--- src/rtl/pc_fetch_sequencer_if.sv ---
// Instruction-memory request/acknowledge bus between the fetch sequencer
// (master) and instruction memory (slave).
interface pc_fetch_sequencer_if #(
    parameter int DATA_WIDTH = 32
);
    logic                  imem_req;
    logic [DATA_WIDTH-1:0] imem_addr;
    logic                  imem_ack;
    logic [DATA_WIDTH-1:0] imem_rdata;

    modport master (
        output imem_req,
        output imem_addr,
        input  imem_ack,
        input  imem_rdata
    );

    modport slave (
        input  imem_req,
        input  imem_addr,
        output imem_ack,
        output imem_rdata
    );
endinterface

--- src/rtl/pc_fetch_sequencer.sv ---
// Fetch-side controller: owns the PC, fetches one instruction at a time over
// a req/ack bus, holds it for decode under stall, then advances the PC by +4
// or by a branch immediate. Redirects (trap/flush) override everything except
// the single post-reset boot cycle; misaligned targets park the block in FAULT.
//
// state | meaning
// BOOT  | one idle cycle after reset release, no request
// FETCH | imem_req=1 at PC, waiting for imem_ack
// ISSUE | instruction held for decode, waiting for stall=0
// FAULT | misaligned target trapped, fetch halted until redirect
module pc_fetch_sequencer #(
    parameter int                        DATA_WIDTH   = 32,
    parameter logic [DATA_WIDTH-1:0]     RESET_VECTOR = '0
) (
    input  logic                  clk,
    input  logic                  rst,
    input  logic                  stall,
    input  logic                  PCsrc,
    input  logic [DATA_WIDTH-1:0] ImmOp,
    input  logic                  redirect,
    input  logic [DATA_WIDTH-1:0] redirect_addr,
    pc_fetch_sequencer_if.master  imem,
    output logic [DATA_WIDTH-1:0] instr,
    output logic [DATA_WIDTH-1:0] instr_pc,
    output logic                  instr_valid,
    output logic [DATA_WIDTH-1:0] PC,
    output logic                  fault
);

    typedef enum logic [1:0] {
        BOOT  = 2'd0,
        FETCH = 2'd1,
        ISSUE = 2'd2,
        FAULT = 2'd3
    } state_t;

    state_t                state_q;
    logic [DATA_WIDTH-1:0] pc_q;
    logic [DATA_WIDTH-1:0] instr_q;
    logic [DATA_WIDTH-1:0] instr_pc_q;
    logic                  valid_q;
    logic                  fault_q;
    logic                  req_q;
    logic [DATA_WIDTH-1:0] next_pc_d;

    // Consume target: branch offset or sequential step, both modulo 2^DATA_WIDTH.
    always_comb begin
        next_pc_d = '0;
        if (PCsrc) begin
            next_pc_d = instr_pc_q + ImmOp;
        end else begin
            next_pc_d = instr_pc_q + DATA_WIDTH'(4);
        end
    end

    // Sequencer FSM with registered outputs; redirect has priority outside BOOT.
    always_ff @(posedge clk or negedge rst) begin
        if (!rst) begin
            state_q    <= BOOT;
            pc_q       <= RESET_VECTOR;
            instr_q    <= '0;
            instr_pc_q <= '0;
            valid_q    <= 1'b0;
            fault_q    <= 1'b0;
            req_q      <= 1'b0;
        end else if (state_q == BOOT) begin
            state_q <= FETCH;
            req_q   <= 1'b1;
        end else if (redirect) begin
            // Any same-cycle ack or consume is dropped; the target is trapped
            // if it is not word aligned.
            pc_q    <= redirect_addr;
            valid_q <= 1'b0;
            if (redirect_addr[1:0] != 2'b00) begin
                fault_q <= 1'b1;
                req_q   <= 1'b0;
                state_q <= FAULT;
            end else begin
                fault_q <= 1'b0;
                req_q   <= 1'b1;
                state_q <= FETCH;
            end
        end else begin
            case (state_q)
                FETCH: begin
                    if (imem.imem_ack) begin
                        instr_q    <= imem.imem_rdata;
                        instr_pc_q <= pc_q;
                        valid_q    <= 1'b1;
                        req_q      <= 1'b0;
                        state_q    <= ISSUE;
                    end
                end
                ISSUE: begin
                    if (!stall) begin
                        valid_q <= 1'b0;
                        if (next_pc_d[1:0] == 2'b00) begin
                            pc_q    <= next_pc_d;
                            req_q   <= 1'b1;
                            state_q <= FETCH;
                        end else begin
                            fault_q <= 1'b1;
                            state_q <= FAULT;
                        end
                    end
                end
                default: begin
                    // FAULT holds until a redirect or reset.
                end
            endcase
        end
    end

    assign imem.imem_req  = req_q;
    assign imem.imem_addr = pc_q;
    assign instr          = instr_q;
    assign instr_pc       = instr_pc_q;
    assign instr_valid    = valid_q;
    assign PC             = pc_q;
    assign fault          = fault_q;

endmodule

--- src/flat_wrapper.sv ---
// flat-port wrapper written by rule: the top's interface ports become plain ports
module pc_fetch_sequencer_flat 
#(
    parameter int                        DATA_WIDTH   = 32,
    parameter logic [DATA_WIDTH-1:0]     RESET_VECTOR = '0
)
  (clk, rst, stall, PCsrc, ImmOp, redirect, redirect_addr, instr, instr_pc, instr_valid, PC, fault, imem_imem_req, imem_imem_addr, imem_imem_ack, imem_imem_rdata);
  pc_fetch_sequencer_if #(.DATA_WIDTH(DATA_WIDTH)) imem_i ();
  input  logic clk;
  input  logic rst;
  input  logic stall;
  input  logic PCsrc;
  input  logic [DATA_WIDTH-1:0] ImmOp;
  input  logic redirect;
  input  logic [DATA_WIDTH-1:0] redirect_addr;
  output logic [DATA_WIDTH-1:0] instr;
  output logic [DATA_WIDTH-1:0] instr_pc;
  output logic instr_valid;
  output logic [DATA_WIDTH-1:0] PC;
  output logic fault;
  output wire logic [$bits(imem_i.imem_req)-1:0] imem_imem_req;
  output wire logic [$bits(imem_i.imem_addr)-1:0] imem_imem_addr;
  input wire logic [$bits(imem_i.imem_ack)-1:0] imem_imem_ack;
  input wire logic [$bits(imem_i.imem_rdata)-1:0] imem_imem_rdata;
  assign imem_imem_req = imem_i.imem_req;
  assign imem_imem_addr = imem_i.imem_addr;
  assign imem_i.imem_ack = imem_imem_ack;
  assign imem_i.imem_rdata = imem_imem_rdata;
  pc_fetch_sequencer #(.DATA_WIDTH(DATA_WIDTH), .RESET_VECTOR(RESET_VECTOR)) u_core (.clk(clk), .rst(rst), .stall(stall), .PCsrc(PCsrc), .ImmOp(ImmOp), .redirect(redirect), .redirect_addr(redirect_addr), .imem(imem_i), .instr(instr), .instr_pc(instr_pc), .instr_valid(instr_valid), .PC(PC), .fault(fault));
endmodule
--- config.mk ---
export PLATFORM = sky130hd
export DESIGN_NAME = pc_fetch_sequencer_flat
export DESIGN_NICKNAME = d
export VERILOG_FILES = /design/src/rtl/pc_fetch_sequencer_if.sv /design/src/rtl/pc_fetch_sequencer.sv /design/src/flat_wrapper.sv
export SDC_FILE = /design/constraint.sdc
export NUM_CORES = 1
export LEC_CHECK = 0
export CAP_MARGIN = 20
export CORE_MARGIN = 3
export CORE_UTILIZATION = 47
export CTS_CLUSTER_SIZE = 40
export DETAILED_ROUTE_END_ITERATION = 8
export DONT_BUFFER_PORTS = 1
export PLACE_DENSITY = 0.69
export SYNTH_ARGS = -nofsm -noshare
export SYNTH_HDL_FRONTEND = slang
export SYNTH_SLANG_ARGS = --single-unit
--- constraint.sdc ---
create_clock -name clk -period 2.9 [get_ports clk]
set_input_delay 0.58 -clock clk [delete_from_list [all_inputs] [get_ports clk]]
set_output_delay 0.58 -clock clk [all_outputs]
set_load 0.01 [all_outputs]
==> impl_metrics.ini <==
[synth]
syn_area_per_cell_sq_um = 9.48
yosysWarnings = 0
synth.area.top_cells = dfrtp_1 38%, mux2_2 11%, ha_1 6.0%
synth-edff-count = 0
synth.top_cell.area_share_pct = 37.7
async_flop_share_pct = 100
yosysSeqAreaShare_pct = 37.7
ys_types = 69
yosysTopAreaCell = dfrtp_1
synth_top_flop_cell = dfrtp_1
synth_cells = 707
synth_seq_cells = 101
mappedNetlistNets = 842
syn_area_sq_um = 6700

[placement]
dpl.hpwl_mm = 14.2
place_area_sq_um = 7060
gp_routability_congestion = 0.933
io_buffers = 0
dp.cells = 887

[die]
start_util_pct = 49.2
core-area_sq_um = 13600
ios = 233
rows = 42
die_w_microns = 125
dieArea_sq_um = 15700
die_h_microns = 125

[layout]
nFillCells = 1216
multiInputGateArea_sq_um = 3850
final_nets = 858
seq_area_sq_um = 2530
fin_area_sq_um = 7490
drive_above_1_share_pct = 23.9
instances_no_fill = 904
area_growth_syn_to_layout_pct = 11.8
diodes = 0

[status]
violations = negative hold slack
status = finished with violations

[power]
power_density_nw_per_um2 = 1090
vdd_drop_max_uv = 610
p_leak_nw = 3.30

[clocking]
worstSkewPairLatency_ps = 360
numCtsBuffers = 9
cts_tree = done
clk_pin_slew_worst_paths_ps = 80
htreeDepth = 3
cts_max_path_buffers = 2
clock-sinks = 101
root_buffer = clkbuf_16

[detailed_routing]
drt_pre_antenna_iters = 5
postRouteWirelength_mm = 18.8
wire_per_inst_microns = 20.8
ant_nets = 0
via_per_inst = 6.02
via_count = 5440
drc = 0
drtIter0Drc = 297

[timing]
fin_hold_ws_ps = -91.1
tightest_slew_ps = 568
slew_violations = 0
finalHoldViolations = 101
relSlewSlack_pct = 62.1
fmax_ghz = 0.360
rsz0062_at_grt = true
skew_ps = 10.8
timing.final.crit_period_ps = 2770
finalCritPeriodShare_pct = 95.7
final-setup-viol-count = 0

[critical_path]
crit_type = reg -> reg
worstPathMaxFanout = 4
arrival_ps = 3080
cp-end-kind = flop
cp-start-kind = flop
required_ps = 3200

[grt]
grt_pass1_vias = 5676
grtUsageTotal_pct = 23.7
grt_start_max_net_pins = 102
antenna_found_initial = 0
grt_overflow = 0
grt_first_pass_wirelength_mm = 30.2

[job]
cap_violations = 0

[worst_hold_path]
holdCritPathClass = in -> async
==> layout make-up <==
type | count | share of cell area (%)
multi-input cells | 533 | 51.5
flip-flops and latches | 101 | 33.8
repair buffers | 68 | 6.99
clock buffers | 9 | 3.01
well taps | 176 | 2.94
clock inverters | 7 | 1.35
inverters | 10 | 0.501
==> cell usage after synthesis (4+ instances only) <==
library cell and instances:
dfrtp_1 101, mux2_2 65, a21oi_1 60, nand2_1 58, nor2_1 47, o21ai_0 42
buf_4 32, ha_1 32, xor2_1 28, nand3_1 23, clkbuf_1 22, xnor2_1 22
a21o_1 17, and3_1 17, nor3_1 13, nand4_1 12, a211oi_1 11, inv_1 9
o211ai_1 8, a31oi_1 7, o21a_1 6, nor2b_1 4, o21ai_1 4, o22ai_1 4
o31ai_1 4
==> flip-flops by register name (all words and copies together) (netlist names) <==
name and count:
u_core.instr_pc 32, u_core.instr 32, u_core.state_q 2, u_core.fault 1, u_core.PC 32, u_core.instr_valid 1, u_core.imem.imem_req 1
==> power breakdown <==
group | internal [W] | switching, W
logic | 0.00199 | 0.00209
clock network | 0.000629 | 0.000654
registers | 0.00199 | 0.000799
==> cell families after synthesis <==
group,share of synthesized area [%]
AOI/OAI and AO/OA,17.7
DFF,37.7
adders and majority gates,6.28
xor gates and xnor gates,6.54
and+or+nand+nor,13.8
muxes,11.4
buffers and inverters,6.50
==> per-layer routing <==
metal	up-vias	part of all wire [%]	track usage [%]
met2	221	49	39.9
met3	35	8.6	8.70
li1	2568	-	-
met4	0	2.8	8.10
met5	-	0	0
met1	2616	40	28.1
==> worst max-delay path: stages (launching register included) <==
cell     delay [ps]
dfrtp_1         420
ha_4            300
nand3_2         120
o31ai_4         350
a21oi_2         120
o41a_1          460
or3b_1          380
and3_1          190
o31ai_1         200
mux2_2          170
==> cells in the final DEF, fill, tap and decap left out, types with 23 or more instances in the layout <==
cell / n
nand2_1: 58
dfrtp_1: 101
xor2_1: 28
mux2_2: 65
ha_1: 28
nand3_1: 23
buf_4: 67
o21ai_0: 41
nor2_1: 47
a21oi_1: 57
==> what timing repair did <==
item                       CTS  global route
setup buffers                0             1
pin swaps                    0             4
resized for setup            0            15
hold endpoints to repair   101           101
setup endpoints to repair    1            11
==> final timing paths <==
kind / start / endpoint / slack [ps] / cells past startpoint
worst min-delay path: rst / u_core.instr_pc[11] / -90 / 0
max in group asynchronous: rst / u_core.PC[31] / 2830 / 0
worst min register to register: u_core.state_q[1] / u_core.instr_valid / 580 / 1
min in group clk: imem_imem_rdata[8] / u_core.instr[8] / 370 / 1
worst max-delay path: u_core.instr_pc[7] / u_core.PC[31] / 130 / 9
worst max register to register: u_core.instr_pc[7] / u_core.PC[31] / 130 / 9
==> stage by stage <==
| step | total power (W) | utilization (%) | hold WS (ps) | TNS [ps] | setup slack [ps] |
|---|---|---|---|---|---|
| after floorplan | 0.00559 | - | 284 | 0 | 19.8 |
| after global placement | 0.00664 | 51.8 | 288 | -533 | -141 |
| after detailed placement | 0.00674 | 51.8 | 289 | -966 | -170 |
| after CTS | 0.00806 | 54.2 | -101 | -8.86 | -8.86 |
| after global routing | 0.00877 | 55.0 | -110 | -43.9 | -34.2 |
| final | 0.00815 | 55.0 | -91.1 | 0 | 126 |
No activity file was read; power rests on OpenSTA's default activity.
